**src/rtl/mm_mult.sv**
```systemverilog
// ---------------------------------------------------------------------------
// mm_mult -- single-word Montgomery multiplier
//
// Computes r = a * b * R^-1 mod n with R = 2^W. It consumes p = -n^-1 mod R
// from the upstream Montgomery setup stage (qualified by p_valid) and is
// iterated by the modexp controller for squarings and multiplies.
//
// One operation walks IDLE -> MAB -> MM -> MN -> FIN -> IDLE, one state per
// clock-enabled cycle:
//   MAB : t <= a*b                         (2W bits)
//   MM  : m <= t[W-1:0]*p mod 2^W          (W bits)
//   MN  : u <= t + m*n                     (2W+1 bits, carry kept)
//   FIN : s = u[2W:W]; r <= (s >= n) ? s-n : s; done pulse
//
// Optional feature macro: MM_MULT_CHECK_EN
//   defined   -> range check latched at accept (n even, a >= n, b >= n);
//                a failing request finishes with r = 0 and err = 1.
//   undefined -> no check logic, err tied low.
//
// Parameters
//   W        operand / modulus width in bits
// Ports
//   clk      clock, rising edge
//   rst      synchronous active-high reset
//   ce       clock enable; low freezes every register, including done
//   start    request, sampled only in IDLE
//   a, b     Montgomery-domain operands (expected < n)
//   n        odd modulus
//   p        -n^-1 mod 2^W from the setup stage
//   p_valid  p is valid for the current n
//   busy     operation in flight
//   done     one-ce-cycle pulse; r valid from this cycle on
//   r        result, held until the next done
//   err      range-check flag, valid with done
// ---------------------------------------------------------------------------
module mm_mult #(
    parameter int W = 16
) (
    input  logic         clk,
    input  logic         rst,
    input  logic         ce,
    input  logic         start,
    input  logic [W-1:0] a,
    input  logic [W-1:0] b,
    input  logic [W-1:0] n,
    input  logic [W-1:0] p,
    input  logic         p_valid,
    output logic         busy,
    output logic         done,
    output logic [W-1:0] r,
    output logic         err
);

    typedef enum logic [2:0] {
        ST_IDLE = 3'd0,
        ST_MAB  = 3'd1,
        ST_MM   = 3'd2,
        ST_MN   = 3'd3,
        ST_FIN  = 3'd4
    } state_t;

    state_t         state_r;
    state_t         state_s;

    logic           accept_s;

    logic [W-1:0]   a_r;
    logic [W-1:0]   b_r;
    logic [W-1:0]   n_r;
    logic [W-1:0]   p_r;
    logic [2*W-1:0] t_r;
    logic [W-1:0]   m_r;
    logic [2*W:0]   u_r;

    logic [W-1:0]   r_r;
    logic           busy_r;
    logic           done_r;

    logic [2*W-1:0] prod_ab_s;
    logic [W-1:0]   m_s;
    logic [2*W:0]   mn_s;
    logic [W:0]     s_s;
    logic [W:0]     n_ext_s;
    logic [W:0]     diff_s;
    logic           sub_s;
    logic [W-1:0]   res_s;
    logic [W-1:0]   res_final_s;

    // The low half of u is zero by construction and the borrow bit of the
    // subtract is implied by sub_s; neither feeds any logic.
    logic           unused_bits_s;

    // A request is taken only from IDLE and only once p matches the modulus.
    assign accept_s = (state_r == ST_IDLE) & start & p_valid;

    // Next-state logic: fixed four-step sequence once a request is accepted.
    always_comb begin
        state_s = state_r;
        case (state_r)
            ST_IDLE: begin
                if (accept_s) begin
                    state_s = ST_MAB;
                end else begin
                    state_s = ST_IDLE;
                end
            end
            ST_MAB:  state_s = ST_MM;
            ST_MM:   state_s = ST_MN;
            ST_MN:   state_s = ST_FIN;
            ST_FIN:  state_s = ST_IDLE;
            default: state_s = ST_IDLE;
        endcase
    end

    // State register; ce low holds the FSM where it is.
    always_ff @(posedge clk) begin
        if (rst) begin
            state_r <= ST_IDLE;
        end else if (ce) begin
            state_r <= state_s;
        end
    end

    // Arithmetic for each step, zero-extended so no product bits are lost.
    always_comb begin
        prod_ab_s = {{W{1'b0}}, a_r} * {{W{1'b0}}, b_r};
        m_s       = t_r[W-1:0] * p_r;
        mn_s      = {1'b0, t_r} + ({{(W+1){1'b0}}, m_r} * {{(W+1){1'b0}}, n_r});
        // u[2W:W] is at most 2n-1, so one W+1-bit compare/subtract reduces it.
        s_s       = u_r[2*W:W];
        n_ext_s   = {1'b0, n_r};
        diff_s    = s_s - n_ext_s;
        sub_s     = (s_s >= n_ext_s);
        if (sub_s) begin
            res_s = diff_s[W-1:0];
        end else begin
            res_s = s_s[W-1:0];
        end
    end

    assign unused_bits_s = ^{u_r[W-1:0], diff_s[W]};

`ifdef MM_MULT_CHECK_EN
    logic chk_r;
    logic err_r;

    // Range check captured with the operands; err reported at FIN and
    // cleared by the next accepted request.
    always_ff @(posedge clk) begin
        if (rst) begin
            chk_r <= 1'b0;
            err_r <= 1'b0;
        end else if (ce) begin
            if (accept_s) begin
                chk_r <= ~n[0] | (a >= n) | (b >= n);
                err_r <= 1'b0;
            end else if (state_r == ST_FIN) begin
                err_r <= chk_r;
            end
        end
    end

    // A failed check forces a zero result.
    always_comb begin
        if (chk_r) begin
            res_final_s = {W{1'b0}};
        end else begin
            res_final_s = res_s;
        end
    end

    assign err = err_r;
`else
    // Without the range check the result passes straight through.
    always_comb begin
        res_final_s = res_s;
    end

    assign err = 1'b0;
`endif

    // Operand capture and per-step datapath registers.
    always_ff @(posedge clk) begin
        if (rst) begin
            a_r <= {W{1'b0}};
            b_r <= {W{1'b0}};
            n_r <= {W{1'b0}};
            p_r <= {W{1'b0}};
            t_r <= {(2*W){1'b0}};
            m_r <= {W{1'b0}};
            u_r <= {(2*W+1){1'b0}};
            r_r <= {W{1'b0}};
        end else if (ce) begin
            case (state_r)
                ST_IDLE: begin
                    if (accept_s) begin
                        a_r <= a;
                        b_r <= b;
                        n_r <= n;
                        p_r <= p;
                    end
                end
                ST_MAB:  t_r <= prod_ab_s;
                ST_MM:   m_r <= m_s;
                ST_MN:   u_r <= mn_s;
                ST_FIN:  r_r <= res_final_s;
                default: r_r <= r_r;
            endcase
        end
    end

    // Status outputs; done lasts one ce cycle and stretches over ce-low gaps.
    always_ff @(posedge clk) begin
        if (rst) begin
            busy_r <= 1'b0;
            done_r <= 1'b0;
        end else if (ce) begin
            busy_r <= (state_s != ST_IDLE);
            done_r <= (state_r == ST_FIN);
        end
    end

    assign busy = busy_r;
    assign done = done_r;
    assign r    = r_r;

endmodule

```
**config.mk**
```make
export PLATFORM = sky130hd
export DESIGN_NAME = mm_mult
export DESIGN_NICKNAME = d
export VERILOG_FILES = /design/src/rtl/mm_mult.sv
export SDC_FILE = /design/constraint.sdc
export NUM_CORES = 2
export LEC_CHECK = 0
export CAP_MARGIN = 20
export CORE_MARGIN = 2
export CORE_UTILIZATION = 40
export DETAILED_ROUTE_END_ITERATION = 12
export SLEW_MARGIN = 0
export SYNTH_ARGS = -nofsm -noshare
export SYNTH_HDL_FRONTEND = slang
export SYNTH_SLANG_ARGS = --single-unit
```
**constraint.sdc**
```tcl
create_clock -name clk -period 6.94 [get_ports clk]
set_input_delay 1.735 -clock clk [delete_from_list [all_inputs] [get_ports clk]]
set_output_delay 1.735 -clock clk [all_outputs]
set_load 0.03 [all_outputs]
```
==> impl_metrics.py <==
metrics = {
    "cells_and_area": {
        "finish.instance_area_um2": 29960,
        "n_antenna_cell": 0,
        "drive_gt1_share_pct": 3.165,
        "area_delta_synth_final_pct": 8.657,
        "fin_nets": 4113,
    },
    "logic_synthesis": {
        "ys_seq_area_share_pct": 10.89,
        "syn_inst": 3271,
        "synth_area_leaders": "fa_1, ha_1, dfxtp_1",
        "ys_seq_elements": 150,
        "synth.cells.most_frequent": "inv_1, nand2_1, fa_1, and2_1, ha_1",
        "synth.distinct_cells": 69,
        "ys_async_sr_fraction_pct": 0,
        "synth_edf_count": 0,
        "synth_top_area_share_pct": 36.23,
        "avgSynthCellArea_um2": 8.431,
        "synthFlopType": "dfxtp_1",
        "synthMostInstantiatedCell": "inv_1",
        "yosys.area.top_type": "fa_1",
        "syn_nets": 4110,
        "ys_warn_count": 0,
        "synthesis.area_um2": 27580,
    },
    "global_route": {
        "grt_pass1_wl_um": 117300,
        "grt_overflow_total": 0,
        "antenna_found_initial": 0,
        "grt_start_max_net_pins": 99,
        "grtUsageTotal_pct": 21.06,
        "grt_pass1_vias": 22117,
    },
    "cts": {
        "htreeDepth": 4,
        "cts.sinks": 150,
        "cts_setup_buffers": 0,
        "cts-root-buf": "clkbuf_16",
        "cts_resized": 0,
        "cts_buffers": 17,
        "tritoncts": "done",
        "clock_latency_ps": 510,
        "clk_pin_slew_ps": 80,
        "cts_buffer_depth": 2,
        "hold_buffers": 0,
    },
    "critical_path": {
        "cp.required_ps": 7350,
        "arrival_ps": 6910,
        "crit_fanout": 17,
        "end_kind": "flip-flop",
        "reg2regPathDepth": 19,
        "critPathKind": "reg2reg",
        "r2r_end": "t_r[30]$_SDFFE_PP0P_",
        "r2r_start": "a_r[13]$_SDFFE_PP0P_",
        "r2r_setup_slack_ps": 440,
        "critPathLaunchType": "flip-flop",
    },
    "routing": {
        "drt_wl_total_um": 70060,
        "drtIter0Drc": 1106,
        "routedWlPerCell_um": 16.81,
        "vias": 20954,
        "drcViolationCount": 0,
        "drtPass1Iterations": 5,
        "vias_per_cell": 5.027,
        "ant_nets": 0,
    },
    "sta": {
        "period_share_pct": 93.67,
        "min_period_ps": 6501,
        "tightestPinTransition_ps": 1073,
        "hold_viol": 0,
        "relSlewSlack_pct": 28.45,
        "setup_viol": 0,
        "rsz0062_at_grt": "false",
        "layout_setup_ws_ps": 439.3,
        "fin_hold_ws_ps": 455.0,
        "finalClockSkew_ps": 15.19,
        "fmax_mhz": 153.8,
        "totalNegativeSetupSlack_ps": 0,
        "slew_violations": 0,
    },
    "hold_path": {
        "hold_path.class": "reg2reg",
        "holdPathStages": 2,
        "min_to": "t_r[26]$_SDFFE_PP0P_",
        "worstHoldStart": "t_r[26]$_SDFFE_PP0P_",
    },
    "placement": {
        "io_buffers": 86,
        "preCtsSetupSlack_ps": 504.7,
        "gp_congestion": 0.8527,
        "dp_hpwl_um": 56450,
        "postPlaceCellArea_um2": 29360,
    },
    "pwr": {
        "peakVddDrop_v": 0.0001371,
        "seqPwrFrac_pct": 41.7,
        "power_density_nw_per_um2": 75.18,
        "p_int_uw": 1532,
        "swShare_pct": 31.99,
        "switching_power_uw": 720.5,
        "fin_total_pwr_uw": 2253,
        "pwr-share-comb_pct": 13.1,
        "power_frac_clock_pct": 45.2,
        "leakage_uw": 0.01468,
    },
    "floorplan": {
        "floorplan.rows": 96,
        "fp.dieW_um": 266.6,
        "dieArea_um2": 71060,
        "ios": 88,
        "core_region_area_um2": 68470,
        "die_h_um": 266.6,
        "start_util_pct": 40.28,
    },
    "outcome": {
        "status": "finished clean",
    },
    "flow_run": {
        "maxCapViolCount": 0,
    },
}
-- metal layers --
| layer | global-route usage (%) | wire length, um | vias up |
|---|---|---|---|
| li1 | - | - | 9962 |
| met1 | 27.63 | 31450 | 10474 |
| met2 | 36.16 | 33870 | 446 |
| met3 | 2.980 | 3353 | 72 |
| met4 | 5.982 | 1378 | 0 |
| met5 | 0 | 0 | - |
-- cell usage in the layout, fill, tap and decap left out, drive strengths merged, types with 17 or more instances in the layout --
| cell type | Yosys | final |
|---|---|---|
| a31oi | 18 | 18 |
| and2 | 300 | 300 |
| nor3 | 28 | 28 |
| clkdlybuf4s50 | 0 | 85 |
| nand2 | 585 | 585 |
| nor2 | 51 | 51 |
| xnor2 | 56 | 56 |
| a21o | 26 | 26 |
| o21ai | 58 | 58 |
| a21oi | 164 | 164 |
| clkbuf | 149 | 17 |
| inv | 675 | 683 |
| ha | 271 | 271 |
| buf | 8 | 56 |
| xor2 | 18 | 18 |
| dfxtp | 150 | 150 |
| fa | 499 | 499 |
| nand3 | 38 | 38 |
-- sequential cells by signal, summed over array words and instances, names as in the netlist --
| signal | count |
|---|---|
| u_r | 17 |
| t_r | 32 |
| m_r | 16 |
| p_r | 16 |
| r | 16 |
| busy | 1 |
| state_r | 3 |
| done | 1 |
| n_r | 16 |
| b_r | 16 |
| a_r | 16 |
-- worst max-delay path: stages (launching register included) --
cell      delay, ps
dfxtp_1         790
nand2_1         170
fa_1            540
fa_1            520
fa_1            550
inv_1            70
fa_1            440
fa_1            510
inv_1            50
fa_1            470
inv_1            40
ha_1            330
a21oi_1         160
o21ai_0          90
a21oi_1         180
o211ai_1        220
a311oi_2        460
o221ai_1        230
or4b_1          500
o311ai_1         90
-- cell families after synthesis --
kind of cell	after synthesis	synth area share, %
flip-flops	150	10.89
XOR/XNOR	75	2.432
multiplexers	2	0.07260
adder cells (fa/ha/maj)	770	48.52
other	1	0.01360
buffers and inverters	832	11.37
AND/OR/NAND/NOR	1085	18.72
AO/OA/AOI/OAI	356	7.986
-- through the flow --
stage	instances	utilization, %
after CTS	4167	43.75
after floorplan	3271	-
after detailed placement	4136	42.89
after global placement	4136	42.89
after global routing	4168	43.76
final	4168	43.76
-- area by class of cell --
cell class / count / area [um^2]
sequential: 150 / 3003
fill: 6887 / 38500
clock inverter: 14 / 166.4
inverter: 675 / 2534
multi-input combinational: 2289 / 21450
tap: 882 / 1104
timing repair buffer: 141 / 1284
clock buffer: 17 / 425.4
-- worst max path at each step --
stage	slack, ps	start	end	cells after the start
after floorplan	930	b_r[7]$_SDFFE_PP0P_	t_r[30]$_SDFFE_PP0P_	21
after global placement	560	a_r[8]$_SDFFE_PP0P_	t_r[30]$_SDFFE_PP0P_	20
after detailed placement	500	a_r[8]$_SDFFE_PP0P_	t_r[30]$_SDFFE_PP0P_	19
after CTS	440	a_r[8]$_SDFFE_PP0P_	t_r[30]$_SDFFE_PP0P_	19
after global routing	70	a_r[8]$_SDFFE_PP0P_	t_r[30]$_SDFFE_PP0P_	17
final	440	a_r[13]$_SDFFE_PP0P_	t_r[30]$_SDFFE_PP0P_	19
-- power groups by stage --
| stage | combinational, uW | clock (uW) | sequential, uW |
|---|---|---|---|
| 2_1_floorplan | 205 | 0 | 911 |
| 3_3_place_gp | 291 | 0 | 959 |
| 3_5_place_dp | 292 | 0 | 959 |
| 4_1_cts | 294 | 1050 | 939 |
| 5_1_grt | 329 | 1070 | 945 |
| 6_report | 296 | 1020 | 939 |
Power figures use the tool's default switching activity.
